`src/rtl/spi_cs_arbiter.sv`:
```
// Round-robin arbiter that lets four requesters share one SPI master.
// It drives the chip-selects with setup, hold and inter-transaction gap timing.
module spi_cs_arbiter #(
  parameter int CS_SETUP = 2,
  parameter int CS_HOLD  = 2,
  parameter int GAP      = 1
) (
  input  logic        clk,
  input  logic        rst,
  input  logic [3:0]  req,
  input  logic [11:0] req_dev,
  input  logic [31:0] req_len,
  input  logic [31:0] req_tx,
  output logic [3:0]  gnt,
  output logic [3:0]  byte_ack,
  output logic [7:0]  rx_data,
  output logic [3:0]  done,
  output logic        spi_start,
  output logic [7:0]  spi_tx,
  input  logic        spi_done,
  input  logic [7:0]  spi_rx,
  output logic [7:0]  cs_n,
  output logic        busy
);

  typedef enum logic [2:0] {
    S_IDLE, S_SETUP, S_START, S_WAIT, S_HOLD, S_GAP
  } state_t;

  // The START cycle counts toward chip-select setup time. The start pulse is
  // registered on leaving START, so SETUP itself lasts CS_SETUP-1 cycles.
  localparam logic [7:0] SETUP_LD = 8'((CS_SETUP > 2) ? CS_SETUP - 2 : 0);
  localparam logic [7:0] HOLD_LD  = 8'((CS_HOLD  > 1) ? CS_HOLD  - 1 : 0);
  localparam logic [7:0] GAP_LD   = 8'((GAP      > 1) ? GAP      - 1 : 0);

  state_t     state;
  logic [1:0] ptr;
  logic [1:0] g;
  logic [1:0] win;
  logic [1:0] cand;
  logic       found;
  logic [7:0] cnt;
  logic [7:0] tmr;

  always_comb begin
    win   = '0;
    cand  = '0;
    found = 1'b0;
    for (int unsigned i = 1; i <= 4; i++) begin
      cand = ptr + 2'(i);
      if (!found && req[cand]) begin
        win   = cand;
        found = 1'b1;
      end
    end
  end

  assign busy = (state != S_IDLE);

  always_ff @(posedge clk or posedge rst) begin
    if (rst) begin
      state     <= S_IDLE;
      ptr       <= 2'd3;
      g         <= '0;
      cnt       <= '0;
      tmr       <= '0;
      gnt       <= '0;
      byte_ack  <= '0;
      done      <= '0;
      spi_start <= 1'b0;
      spi_tx    <= '0;
      rx_data   <= '0;
      cs_n      <= '1;
    end else begin
      byte_ack  <= '0;
      done      <= '0;
      spi_start <= 1'b0;
      case (state)
        S_IDLE: begin
          if (found) begin
            gnt   <= 4'd1 << win;
            g     <= win;
            ptr   <= win;
            cs_n  <= ~(8'd1 << req_dev[3*win +: 3]);
            cnt   <= (req_len[8*win +: 8] == 8'd0) ? 8'd1 : req_len[8*win +: 8];
            tmr   <= SETUP_LD;
            state <= S_SETUP;
          end
        end
        S_SETUP: begin
          if (tmr == 8'd0) state <= S_START;
          else             tmr   <= tmr - 8'd1;
        end
        S_START: begin
          spi_start <= 1'b1;
          spi_tx    <= req_tx[8*g +: 8];
          state     <= S_WAIT;
        end
        S_WAIT: begin
          if (spi_done) begin
            rx_data  <= spi_rx;
            byte_ack <= 4'd1 << g;
            cnt      <= cnt - 8'd1;
            if (cnt == 8'd1) begin
              tmr   <= HOLD_LD;
              state <= S_HOLD;
            end else begin
              state <= S_START;
            end
          end
        end
        S_HOLD: begin
          if (tmr == 8'd0) begin
            cs_n  <= '1;
            done  <= 4'd1 << g;
            gnt   <= '0;
            tmr   <= GAP_LD;
            state <= S_GAP;
          end else begin
            tmr <= tmr - 8'd1;
          end
        end
        S_GAP: begin
          if (tmr == 8'd0) state <= S_IDLE;
          else             tmr   <= tmr - 8'd1;
        end
        default: state <= S_IDLE;
      endcase
    end
  end

endmodule
```
`config.mk`:
```
export PLATFORM = sky130hd
export DESIGN_NAME = spi_cs_arbiter
export DESIGN_NICKNAME = d
export VERILOG_FILES = /design/src/rtl/spi_cs_arbiter.sv
export SDC_FILE = /design/constraint.sdc
export NUM_CORES = 1
export LEC_CHECK = 0
export CORE_ASPECT_RATIO = 2
export CORE_MARGIN = 4
export CORE_UTILIZATION = 40
export CTS_CLUSTER_SIZE = 10
export DETAILED_ROUTE_END_ITERATION = 8
export PLACE_DENSITY_LB_ADDON = 0.25
export SYNTH_ARGS = -nofsm -noshare
export SYNTH_HDL_FRONTEND = slang
export SYNTH_SLANG_ARGS = --single-unit
```
`constraint.sdc`:
```
create_clock -name clk -period 3.6 [get_ports clk]
set_input_delay 0.72 -clock clk [delete_from_list [all_inputs] [get_ports clk]]
set_output_delay 0.72 -clock clk [all_outputs]
set_load 0.03 [all_outputs]
```
# Yosys cells after proc, flatten, opt, wreduce, memory -nomap -nowiden
# Index checks and enable logic that the tools add are counted.
# op_classes
addsub	5
n_mul	1
div	0
magnitude_cmp	4
eq_ne	13
shifts	6
mux	44
bitwise	1
reduce_logical	20
# ops
cell	n
2-to-1 mux 8 bit	10
variable part select 32 x 6 -> 8 bit	2
case mux 8 bit (2 select lines)	2
case mux 8 bit (4 select lines)	1
2-to-1 mux 4 bit	6
2-to-1 mux 3 bit	6
case mux 3 bit (6 select lines)	1
logical NOT 8 bit	2
subtractor 8 x 1 -> 8 bit (second input constant)	2
!= test 2 bit (second input constant)	7
< comparator 2 x 3 -> 1 bit (second input constant)	4
variable part select 12 x 5 -> 3 bit	1
AND reduction 5 bit	2
2-to-1 mux 1 bit	9
binary-select mux 1 bit (select 2 bit)	4
equality test 8 x 1 -> 1 bit (second input constant)	1
2-to-1 mux 2 bit	4
inverter 8 bit	1
case mux 4 bit (2 select lines)	1
left shift 1 x 2 -> 4 bit (first input constant)	2
left shift 1 x 3 -> 8 bit (first input constant)	1
equality test 3 x 2 -> 1 bit (second input constant)	2
equality test 3 bit (second input constant)	2
AND reduction 3 bit	2
12 further kinds	19
# word_totals
reg_bits	60
latchBits	0
ram_bits	0
rom_bits	0
inputBits	91
output_inout_bits	38
word_cells	106
n_memories	0

# Depth between registers and ports, before layout
# Gate-level depths: netlist of the first run.
# logic_depth
depth_word	19
depth_mapped	9
mapped_depth_nobuf	8

# Worst setup path after synthesis of the first run
# OpenSTA, ideal clock, no wires.
# synth_path
path_kind	input to register
startpoint	input req[0]
endpoint	register cnt[0]
t_arrival_ns	2.236
setup_slack_ns	1.282
stages	8
cell_sequence	a21o_1 > a31oi_1 > buf_6 > buf_12 > mux2i_1 > mux2i_1 > or4_1 > o22ai_1
# synth_via
elab_chain_cells	17
# synth_rtl
element	line_no	text
start: declaration	10	input logic [3:0] req,
binary-select mux 1 bit (select 2 bit)	51	if (!found && req[cand]) begin
2-to-1 mux 1 bit (implied by the code)	51	
2-to-1 mux 1 bit	51	
logical NOT 1 bit	51	
logical AND 1 bit	51	
2-to-1 mux 1 bit	51	
logical NOT 1 bit	51	
logical AND 1 bit	51	
2-to-1 mux 1 bit	51	
logical NOT 1 bit	51	
logical AND 1 bit	51	
2-to-1 mux 2 bit	51	
variable part select 32 x 6 -> 8 bit	85	cnt <= (req_len[8*win +: 8] == 8'd0) ? 8'd1 : req_len[8*win +: 8];
logical NOT 8 bit	85	
2-to-1 mux 8 bit	85	
2-to-1 mux 8 bit	80	if (found) begin
case mux 8 bit (2 select lines)	78	case (state)
end signal: assignment	85	
end signal: assignment	103	cnt <= cnt - 8'd1;
end: declaration	42	logic [7:0] cnt;
# Several ways; a longest one is shown, not always the timed one. The select of a mux whose other input is x is not followed.
# A chain may end at the register's enable or synchronous reset.

# Worst setup path after layout of the first run
# layout_path
startpoint	input req[3]
endpoint	register cs_n[7]
# layout_via
elab_chain_cells	18
# layout_rtl
element	line_no	text
binary-select mux 1 bit (select 2 bit)	51	
2-to-1 mux 1 bit (implied by the code)	51	
2-to-1 mux 1 bit	51	
logical NOT 1 bit	51	
logical AND 1 bit	51	
2-to-1 mux 1 bit	51	
logical NOT 1 bit	51	
logical AND 1 bit	51	
[... 2 more ...]	-	
logical AND 1 bit	51	
2-to-1 mux 2 bit	51	
multiplier 2 x 2 -> 4 bit	84	cs_n <= ~(8'd1 << req_dev[3*win +: 3]);
variable part select 12 x 5 -> 3 bit	84	
left shift 1 x 3 -> 8 bit	84	
inverter 8 bit	84	
2-to-1 mux 8 bit	80	
case mux 8 bit (2 select lines)	78	
end signal: assignment	84	
end: declaration	22	output logic [7:0] cs_n,
# Several ways; a longest one is shown, not always the timed one. The select of a mux whose other input is x is not followed.

==> results of run 1 <==
[per-stage QoR]
step	setup slack, ns	instances	cell area (sq um)	utilization, %	hold slack, ns
global placement	0.5419	534	4773	57.57	0.4869
global route	0.6888	550	5037	60.75	0.5197
detailed placement	0.4633	534	4773	57.57	0.4974
CTS	0.8129	550	5037	60.75	0.5046
finish	0.8167	550	5037	60.75	0.5036
floorplan	1.282	318	3427	-	0.4709
[placed cells by master, fill, tap and decap left out, drive strengths merged, types with 2 or more instances in the layout]
cell type	Yosys	routed
clkinv	0	2
buf	11	6
ha	4	4
mux2i	35	35
dfrtp	50	50
o31ai	3	3
a22o	2	2
o41ai	2	2
inv	9	9
a21o	2	2
nand3	6	6
mux2	16	16
or2	2	2
a31oi	5	5
nand3b	4	4
nor2	34	34
nand2	23	23
or4	4	4
clkdlybuf4s50	0	128
nor4	3	3
mux4	8	8
and2	3	3
o32a	4	4
nor3	9	9
dfstp	10	10
o21ai	24	24
nand2b	8	8
a21oi	21	21
clkbuf	5	14
[cell families after synthesis]
family                     synth area share (%)
buffers and inverters                     4.418
DFF                                       44.18
muxes                                     21.47
AOI/OAI and AO/OA                         12.96
adders and majority gates                 1.460
and+or+nand+nor                           15.52
[final cells by class]
type	instances	area, sq um	area share [%]
multi-input cells	233	1777	35.27
inverters	9	33.78	0.6706
well taps	98	122.6	2.434
clock buffers	14	254.0	5.042
flip-flops and latches	60	1514	30.05
repair buffers	134	1326	26.33
clock inverters	2	10.01	0.1987
[state kept, by name (all words and copies together) (netlist names), 4 cells and up]
register  cells
byte_ack      4
cnt           8
cs_n          8
done          4
gnt           4
rx_data       8
spi_tx        8
tmr           8
[power breakdown]
part / switching [mW] / total [mW] / internal (mW)
registers: 0.303 / 1.29 / 0.987
clock network: 0.279 / 0.761 / 0.482
logic: 1.18 / 2.21 / 1.03
total: 1.76 / 4.26 / 2.49
[worst reg2reg max path: stages, from the launching register on]
cell	delay, ns
dfrtp_1	0.62
and3b_1	0.46
nand2_1	0.18
or2_0	0.26
and2_1	0.27
or2_4	0.32
o31ai_1	0.22
[layer usage]
| metal | track usage (%) | part of all wire (%) | vias up |
|---|---|---|---|
| li1 | - | - | 1415 |
| met1 | 17.33 | 33 | 1405 |
| met2 | 36.24 | 59 | 112 |
| met3 | 4.644 | 5.8 | 18 |
| met4 | 7.450 | 2.8 | 0 |
| met5 | 0 | 0 | - |
[worst max-delay path by stage]
stage / cells past startpoint / end
after global placement: 8 / cs_n[5]$_DFFE_PP1P_
final: 8 / cs_n[7]$_DFFE_PP1P_
after CTS: 8 / cs_n[7]$_DFFE_PP1P_
after floorplan: 8 / cnt[0]$_DFFE_PP0P_
after detailed placement: 8 / cs_n[7]$_DFFE_PP1P_
after global routing: 8 / cs_n[5]$_DFFE_PP1P_
==> impl_metrics.py, run 1 <==
metrics = {
    "status": {
        "status": "finished, final reports clean",
    },
    "yosys": {
        "syn_avg_cell_area_sq_um": 10.78,
        "netlist.area_leader.share_pct": 36.51,
        "synth_seq_cells": 60,
        "synth_enable_flop_cells": 0,
        "ys_types": 50,
        "ys.flop_type": "dfrtp_1",
        "synth_most_common_cell": "dfrtp_1",
        "ys_top_cells_by_area": "dfrtp_1 37%, mux2i_1 9.6%, dfstp_2 7.7%",
        "syn_area_sq_um": 3427,
        "synthesis.nets": 413,
        "synthTopCellsByCount": "50 x dfrtp_1, 34 x nor2_1, 33 x mux2i_1, 22 x nand2_1, 21 x a21oi_1",
        "netlist_instances": 318,
        "synth_largest_area_cell": "dfrtp_1",
        "seq_area_frac_synth_pct": 44.18,
        "synthArstFlopShare_pct": 100.0,
        "yosysWarnings": 0,
    },
    "worst_setup_path": {
        "crit_fanout": 15,
        "crit_buf_inv": 3,
        "cp_top_family": "compound AO/OA/AOI/OAI gates",
        "slowest_delay_ns": 0.55,
        "worstPathCellList": "clkdlybuf4s50_1 -> nor2b_1 -> a21oi_1 -> o221ai_4 -> buf_4 -> mux2i_4 -> inv_2 -> o32a_1",
        "crit_type": "in2reg",
        "r2r_setup_slack_ns": 1.17,
        "startpoint": "req[3]",
        "r2r_cells": 6,
        "end_kind": "register",
        "reg2reg_from": "state[1]$_DFFE_PP0P_",
        "cp_data_required_time_ns": 3.85,
        "cp_data_arrival_time_ns": 3.03,
        "r2r_end": "tmr[6]$_DFFE_PP0P_",
        "cpMaxStageDelayCell": "clkdlybuf4s50_1",
        "start_kind": "primary input",
    },
    "global_route": {
        "grt_pass1_wl_mm": 14.61,
        "grt_usage_pct": 18.68,
        "grt-ovfl-total": 0,
        "antenna_found_initial": 0,
        "grt_pass1_vias": 3078,
        "grt_max_degree": 22,
    },
    "finish": {
        "fin_nets": 542,
        "drive_above_1_share_pct": 14.60,
        "antenna_cells": 0,
        "area_growth_pct": 46.99,
        "fillers": 739,
    },
    "flow_run": {
        "cap_violations": 0,
    },
    "cts": {
        "cts_tree": "done",
        "post_cts_buffers": 0,
        "cts_resized": 0,
        "root_buffer": "clkbuf_16",
        "postCtsHoldBufs": 0,
        "clk_pin_slew_worst_paths_ns": 0.05,
        "cts_max_level": 3,
        "cts_num_sinks": 60,
        "cts_buffers": 9,
        "clkLatencyLatePin_ns": 0.33,
        "max-clock-path-buffers": 2,
    },
    "timing": {
        "maxSlewViolCount": 0,
        "grt_setup_unrepaired": "false",
        "max_freq_mhz": 359.3,
        "finalCritPeriodShare_pct": 77.31,
        "tightest_slew_ns": 0.6909,
        "clock_skew_ns": 0.005588,
        "relSlewSlack_pct": 53.94,
        "final.setup.tns_ns": 0,
        "finalHoldViolCount": 0,
        "fin_crit_ns": 2.783,
        "setup_violations": 0,
    },
    "min_path": {
        "whs_endpoint": "cs_n[0]$_DFFE_PP1P_",
        "hold_class": "reg2reg",
        "hold_start": "cs_n[0]$_DFFE_PP1P_",
        "hold_depth": 2,
    },
    "power_and_ir_drop": {
        "p_leak_nw": 2.101,
        "power_density_nw_per_um2": 844.9,
        "total_power_mw": 4.256,
        "vdd_drop_max_v": 0.0003689,
    },
    "floorplanning": {
        "rows": 47,
        "die_w_um": 73.45,
        "ios": 129,
        "die_y_um": 138.9,
        "initial_core_util_pct": 41.33,
        "core-area_sq_um": 8292,
        "dieArea_sq_um": 10200,
    },
    "place": {
        "dpl.hpwl_mm": 7.481,
        "gp_congestion": 0.8598,
        "place.port_buffers": 128,
    },
    "drt": {
        "drt_first_pass_iters": 4,
        "vias": 2950,
        "drtIter0Drc": 123,
        "wl_per_cell_um": 16.97,
        "vias_per_cell": 5.364,
        "ant_nets": 0,
        "wl_mm": 9.334,
        "drc_errors": 0,
    },
}
Power figures use the tool's default switching activity.
==> inputs of run 2 (changes only) <==
==> constraint.sdc (replaced) <==
create_clock -name clk -period 2.7 [get_ports clk]
set_input_delay 0.54 -clock clk [delete_from_list [all_inputs] [get_ports clk]]
set_output_delay 0.54 -clock clk [all_outputs]
set_load 0.03 [all_outputs]
==> impl_metrics.py, run 2 (synthesis results as in run 1) <==
metrics = {
    "status": {
        "status": "finished, final reports clean",
    },
    "drt": {
        "wl_per_cell_um": 16.62,
        "ant_nets": 0,
        "drc_errors": 0,
        "vias_per_cell": 5.332,
        "vias": 3002,
        "wl_mm": 9.358,
        "drtIter0Drc": 143,
        "drt_first_pass_iters": 4,
    },
    "place": {
        "place.port_buffers": 128,
        "dpl.hpwl_mm": 7.669,
        "gp_congestion": 0.8855,
        "dp_cells": 547,
        "place_area_sq_um": 4896,
    },
    "min_path": {
        "hold_class": "reg2reg",
        "hold_depth": 1,
    },
    "timing": {
        "finalCritPeriodShare_pct": 93.12,
        "tightest_slew_ns": 0.6951,
        "maxSlewViolCount": 0,
        "fin_crit_ns": 2.514,
        "max_freq_mhz": 397.7,
        "clock_skew_ns": 0.007198,
        "setup_violations": 0,
        "relSlewSlack_pct": 53.66,
        "finalHoldViolCount": 0,
        "grt_setup_unrepaired": "false",
    },
    "worst_setup_path": {
        "r2r_cells": 7,
        "crit_fanout": 9,
        "start_kind": "register",
        "crit_type": "reg2out",
        "r2r_setup_slack_ns": 0.46,
        "cp_data_arrival_time_ns": 1.97,
        "end_kind": "output port",
        "cp_data_required_time_ns": 2.16,
    },
    "cts": {
        "cts_tree": "done",
        "postCtsHoldBufs": 0,
        "cts_num_sinks": 60,
        "cts_max_level": 3,
        "root_buffer": "clkbuf_16",
        "clkLatencyLatePin_ns": 0.33,
        "cts_resized": 0,
        "cts_buffers": 9,
        "post_cts_buffers": 0,
        "max-clock-path-buffers": 2,
        "clk_pin_slew_worst_paths_ns": 0.05,
    },
    "finish": {
        "area_growth_pct": 50.86,
        "instances_no_fill": 563,
        "mostFrequentLayoutCell": "clkdlybuf4s50_1",
        "finalInstanceArea_sq_um": 5170,
        "drive_above_1_share_pct": 17.20,
        "final_cell_mix": "128 x clkdlybuf4s50_1, 50 x dfrtp_1, 34 x nor2_1",
        "antenna_cells": 0,
        "fillers": 682,
        "fin_nets": 555,
    },
    "power_and_ir_drop": {
        "p_leak_nw": 2.178,
        "total_power_mw": 5.831,
        "p_sw_mw": 2.367,
        "clkPwrFrac_pct": 17.7,
        "power_density_nw_per_um2": 1128,
        "power_switching_share_pct": 40.59,
        "comb_power_share_pct": 53.4,
        "vdd_drop_max_v": 0.0004611,
        "power.internal_mw": 3.464,
        "seqPwrFrac_pct": 28.9,
    },
    "floorplanning": {
        "die_w_um": 73.45,
        "dieArea_sq_um": 10200,
        "ios": 129,
        "rows": 47,
        "core-area_sq_um": 8292,
        "die_y_um": 138.9,
        "initial_core_util_pct": 41.33,
    },
    "global_route": {
        "antenna_found_initial": 0,
        "grt_max_degree": 30,
        "grt_pass1_vias": 3161,
        "grt_pass1_wl_mm": 14.72,
        "grt_usage_pct": 18.73,
        "grt-ovfl-total": 0,
    },
    "flow_run": {
        "cap_violations": 0,
    },
}
## run 2: path summary, 6_finish.rpt
check,end,startpoint
max,busy,state[0]$_DFFE_PP0P_
min,rx_data[7]$_DFFE_PP0P_,rx_data[7]$_DFFE_PP0P_
max reg2reg,cnt[0]$_DFFE_PP0P_,ptr[1]$_DFFE_PP1P_
min reg2reg,rx_data[7]$_DFFE_PP0P_,rx_data[7]$_DFFE_PP0P_
max in group asynchronous,state[2]$_DFFE_PP0P_,rst
min in group asynchronous,cs_n[3]$_DFFE_PP1P_,rst
## run 2: metal layers
layer	wire, um	part of all wire, %	up-vias	GRT usage (%)
met5	0	0	-	0
met4	244	2.6	0	7.927
met3	575	6.1	18	4.790
met2	5616	60	110	36.89
met1	2922	31	1428	16.51
li1	-	-	1446	-
## run 2: area by class of cell
type	count	area [sq um]	area share (%)
Sequential cell	60	1514	29.28
Tap cell	98	122.6	2.372
Clock buffer	14	264.0	5.106
Inverter	9	33.78	0.6534
Clock inverter	2	10.01	0.1936
Multi-Input combinational cell	233	1777	34.37
Timing Repair Buffer	147	1449	28.03
## run 2: power groups by stage
stage | registers [mW] | logic, mW | clock network, mW
after floorplan | 1.99 | 1.76 | 0
after detailed placement | 1.70 | 3.13 | 0
after global placement | 1.67 | 3.07 | 0
final | 1.68 | 3.12 | 1.03
after global routing | 1.74 | 3.37 | 1.09
after CTS | 1.69 | 3.15 | 1.05
## run 2: critical path, cell delays in order, from the launching register on
cell and delay (ns):
dfrtp_1 0.44, buf_4 0.19, or3_4 0.40, clkdlybuf4s50_1 0.62
## run 2: stage by stage
stage               setup TNS [ns]  hold slack [ns]  utilization [%]  setup slack (ns)
global placement                 0           0.4884            59.05           0.03367
floorplan                        0           0.4709                -            0.5620
detailed placement         -0.1570           0.4966            59.05          -0.06507
global route                     0           0.5202            62.35            0.1316
CTS                              0           0.5045            62.35            0.1632
finish                           0           0.5010            62.35            0.1858
==> inputs of run 3 (changes only) <==
--- a/config.mk
+++ b/config.mk
@@ -8,7 +8,6 @@
 export CORE_ASPECT_RATIO = 2
 export CORE_MARGIN = 4
 export CORE_UTILIZATION = 40
-export CTS_CLUSTER_SIZE = 10
 export DETAILED_ROUTE_END_ITERATION = 8
 export PLACE_DENSITY_LB_ADDON = 0.25
 export SYNTH_ARGS = -nofsm -noshare
==> constraint.sdc (replaced) <==
create_clock -name clk -period 2.7 [get_ports clk]
set_input_delay 0.27 -clock clk [delete_from_list [all_inputs] [get_ports clk]]
set_output_delay 0.27 -clock clk [all_outputs]
set_load 0.03 [all_outputs]
==> impl_metrics.py, run 3 (synthesis results as in run 1) <==
metrics = {
    "status": {
        "status": "finished, final reports clean",
    },
    "drt": {
        "wl_mm": 9.047,
        "vias_per_cell": 5.424,
        "drtIter0Drc": 134,
        "vias": 2994,
        "drt_first_pass_iters": 4,
        "ant_nets": 0,
        "drc_errors": 0,
        "wl_per_cell_um": 16.39,
    },
    "finish": {
        "antenna_cells": 0,
        "register_area_sq_um": 1514,
        "instances_no_fill": 552,
        "finalInstanceArea_sq_um": 5099,
        "fillers": 680,
        "fin_nets": 544,
        "drive_above_1_share_pct": 15.42,
        "multiInputGateArea_sq_um": 1777,
        "area_growth_pct": 48.78,
        "mostFrequentLayoutCell": "clkdlybuf4s50_1",
        "final_cell_mix": "128 x clkdlybuf4s50_1, 50 x dfrtp_1, 34 x nor2_1",
    },
    "global_route": {
        "grt_usage_pct": 17.82,
        "grt_pass1_vias": 3034,
        "grt-ovfl-total": 0,
        "antenna_found_initial": 0,
        "grt_max_degree": 33,
        "grt_pass1_wl_mm": 14.21,
    },
    "floorplanning": {
        "initial_core_util_pct": 41.33,
        "rows": 47,
        "die_w_um": 73.45,
        "ios": 129,
        "dieArea_sq_um": 10200,
        "die_y_um": 138.9,
        "core-area_sq_um": 8292,
    },
    "flow_run": {
        "cap_violations": 0,
    },
    "timing": {
        "fin_crit_ns": 2.424,
        "finalCritPeriodShare_pct": 89.77,
        "finalHoldViolCount": 0,
        "maxSlewViolCount": 0,
        "clock_skew_ns": 0.004099,
        "grt_setup_unrepaired": "false",
        "relSlewSlack_pct": 50.40,
        "final.setup.tns_ns": 0,
        "max_freq_mhz": 412.6,
        "tightest_slew_ns": 0.7440,
        "setup_violations": 0,
    },
    "cts": {
        "cts_max_level": 3,
        "post_cts_buffers": 0,
        "cts_buffers": 9,
        "clk_pin_slew_worst_paths_ns": 0.05,
        "root_buffer": "clkbuf_16",
        "cts_num_sinks": 60,
        "postCtsHoldBufs": 0,
        "clkLatencyLatePin_ns": 0.32,
        "cts_tree": "done",
        "max-clock-path-buffers": 2,
        "cts_resized": 0,
    },
    "worst_setup_path": {
        "crit_type": "reg2reg",
        "start_kind": "register",
        "r2r_end": "cnt[0]$_DFFE_PP0P_",
        "startpoint": "ptr[1]$_DFFE_PP1P_",
        "worstSetupEndpoint": "cnt[0]$_DFFE_PP0P_",
        "r2r_cells": 6,
        "crit_buf_inv": 0,
        "cp_data_arrival_time_ns": 2.67,
        "cpMaxStageDelayCell": "o221ai_4",
        "cp_top_family": "compound AO/OA/AOI/OAI gates",
        "slowest_delay_ns": 0.60,
        "reg2reg_from": "ptr[1]$_DFFE_PP1P_",
        "crit_cells": 6,
        "crit_fanout": 16,
        "end_kind": "register",
        "r2r_setup_slack_ns": 0.28,
        "worstPathCellList": "nand2b_1 -> a21oi_1 -> o221ai_4 -> mux2i_1 -> or4_1 -> o22ai_1",
        "cp_data_required_time_ns": 2.94,
    },
    "power_and_ir_drop": {
        "comb_power_share_pct": 52.0,
        "power_switching_share_pct": 40.76,
        "vdd_drop_max_v": 0.0005859,
        "clkPwrFrac_pct": 18.9,
        "seqPwrFrac_pct": 29.1,
        "total_power_mw": 5.795,
        "power_density_nw_per_um2": 1137,
        "power.internal_mw": 3.433,
        "p_leak_nw": 2.126,
        "p_sw_mw": 2.362,
    },
    "place": {
        "place.port_buffers": 128,
        "dpl.hpwl_mm": 7.269,
        "place_area_sq_um": 4813,
        "dp_cells": 536,
        "gp_congestion": 0.8352,
    },
    "min_path": {
        "hold_class": "in2async",
    },
}
[run 3: changes by cell type in the layout (fill, tap and decap cells not counted)]
cell and change:
clkbuf_1 -1, clkinv_2 +1, buf_4 -11, clkbuf_8 -2, clkinvlp_4 +1, bufinv_16 +1
[run 3: worst register-to-register path: cells and delay by family (launching register included)]
family	cells	cell delay (ns)
AND/OR/NAND/NOR	2	0.68
multiplexers	1	0.21
flip-flops	1	0.58
AO/OA/AOI/OAI	3	0.87
[run 3: how the worst min path moves through the flow]
stage	start	endpoint	slack, ns	cells after the start
6_report	rst	gnt[1]$_DFFE_PP0P_	0.38	2
5_1_grt	rst	gnt[3]$_DFFE_PP0P_	0.44	2
4_1_cts	rst	gnt[1]$_DFFE_PP0P_	0.39	2
3_5_place_dp	gnt[0]$_DFFE_PP0P_	gnt[0]$_DFFE_PP0P_	0.47	2
3_3_place_gp	gnt[0]$_DFFE_PP0P_	gnt[0]$_DFFE_PP0P_	0.46	2
2_1_floorplan	spi_rx[4]	rx_data[4]$_DFFE_PP0P_	0.42	1
[run 3: metrics by stage]
step / hold WS, ns / util (%) / setup WS (ns)
floorplan: 0.4206 / - / 0.5885
global route: 0.4368 / 61.49 / 0.09117
global placement: 0.4616 / 58.05 / 0.04790
CTS: 0.3940 / 61.49 / 0.2729
finish: 0.3757 / 61.49 / 0.2762
detailed placement: 0.4672 / 58.05 / -0.04279
[run 3: routing by layer]
metal | global-route usage [%] | wire length (um) | vias up
li1 | - | - | 1417
met1 | 17.69 | 3046 | 1450
met2 | 33.10 | 5216 | 110
met3 | 5.007 | 589 | 17
met4 | 6.972 | 193 | 0
met5 | 0 | 0 | -
[run 3: area by class of cell]
type	instances	share of cell area, %
multi-input combinational	233	34.85
inverter	9	0.6626
timing repair buffer	136	26.80
clock inverter	5	1.031
tap	98	2.405
sequential	60	29.69
clock buffer	11	4.564
[run 3: power by group through the flow]
stage / logic [mW] / clock network (mW) / registers [mW]
4_1_cts: 3.05 / 1.11 / 1.68
6_report: 3.02 / 1.10 / 1.68
5_1_grt: 3.26 / 1.16 / 1.74
2_1_floorplan: 1.76 / 0 / 1.99
3_5_place_dp: 3.04 / 0 / 1.70
3_3_place_gp: 2.99 / 0 / 1.68
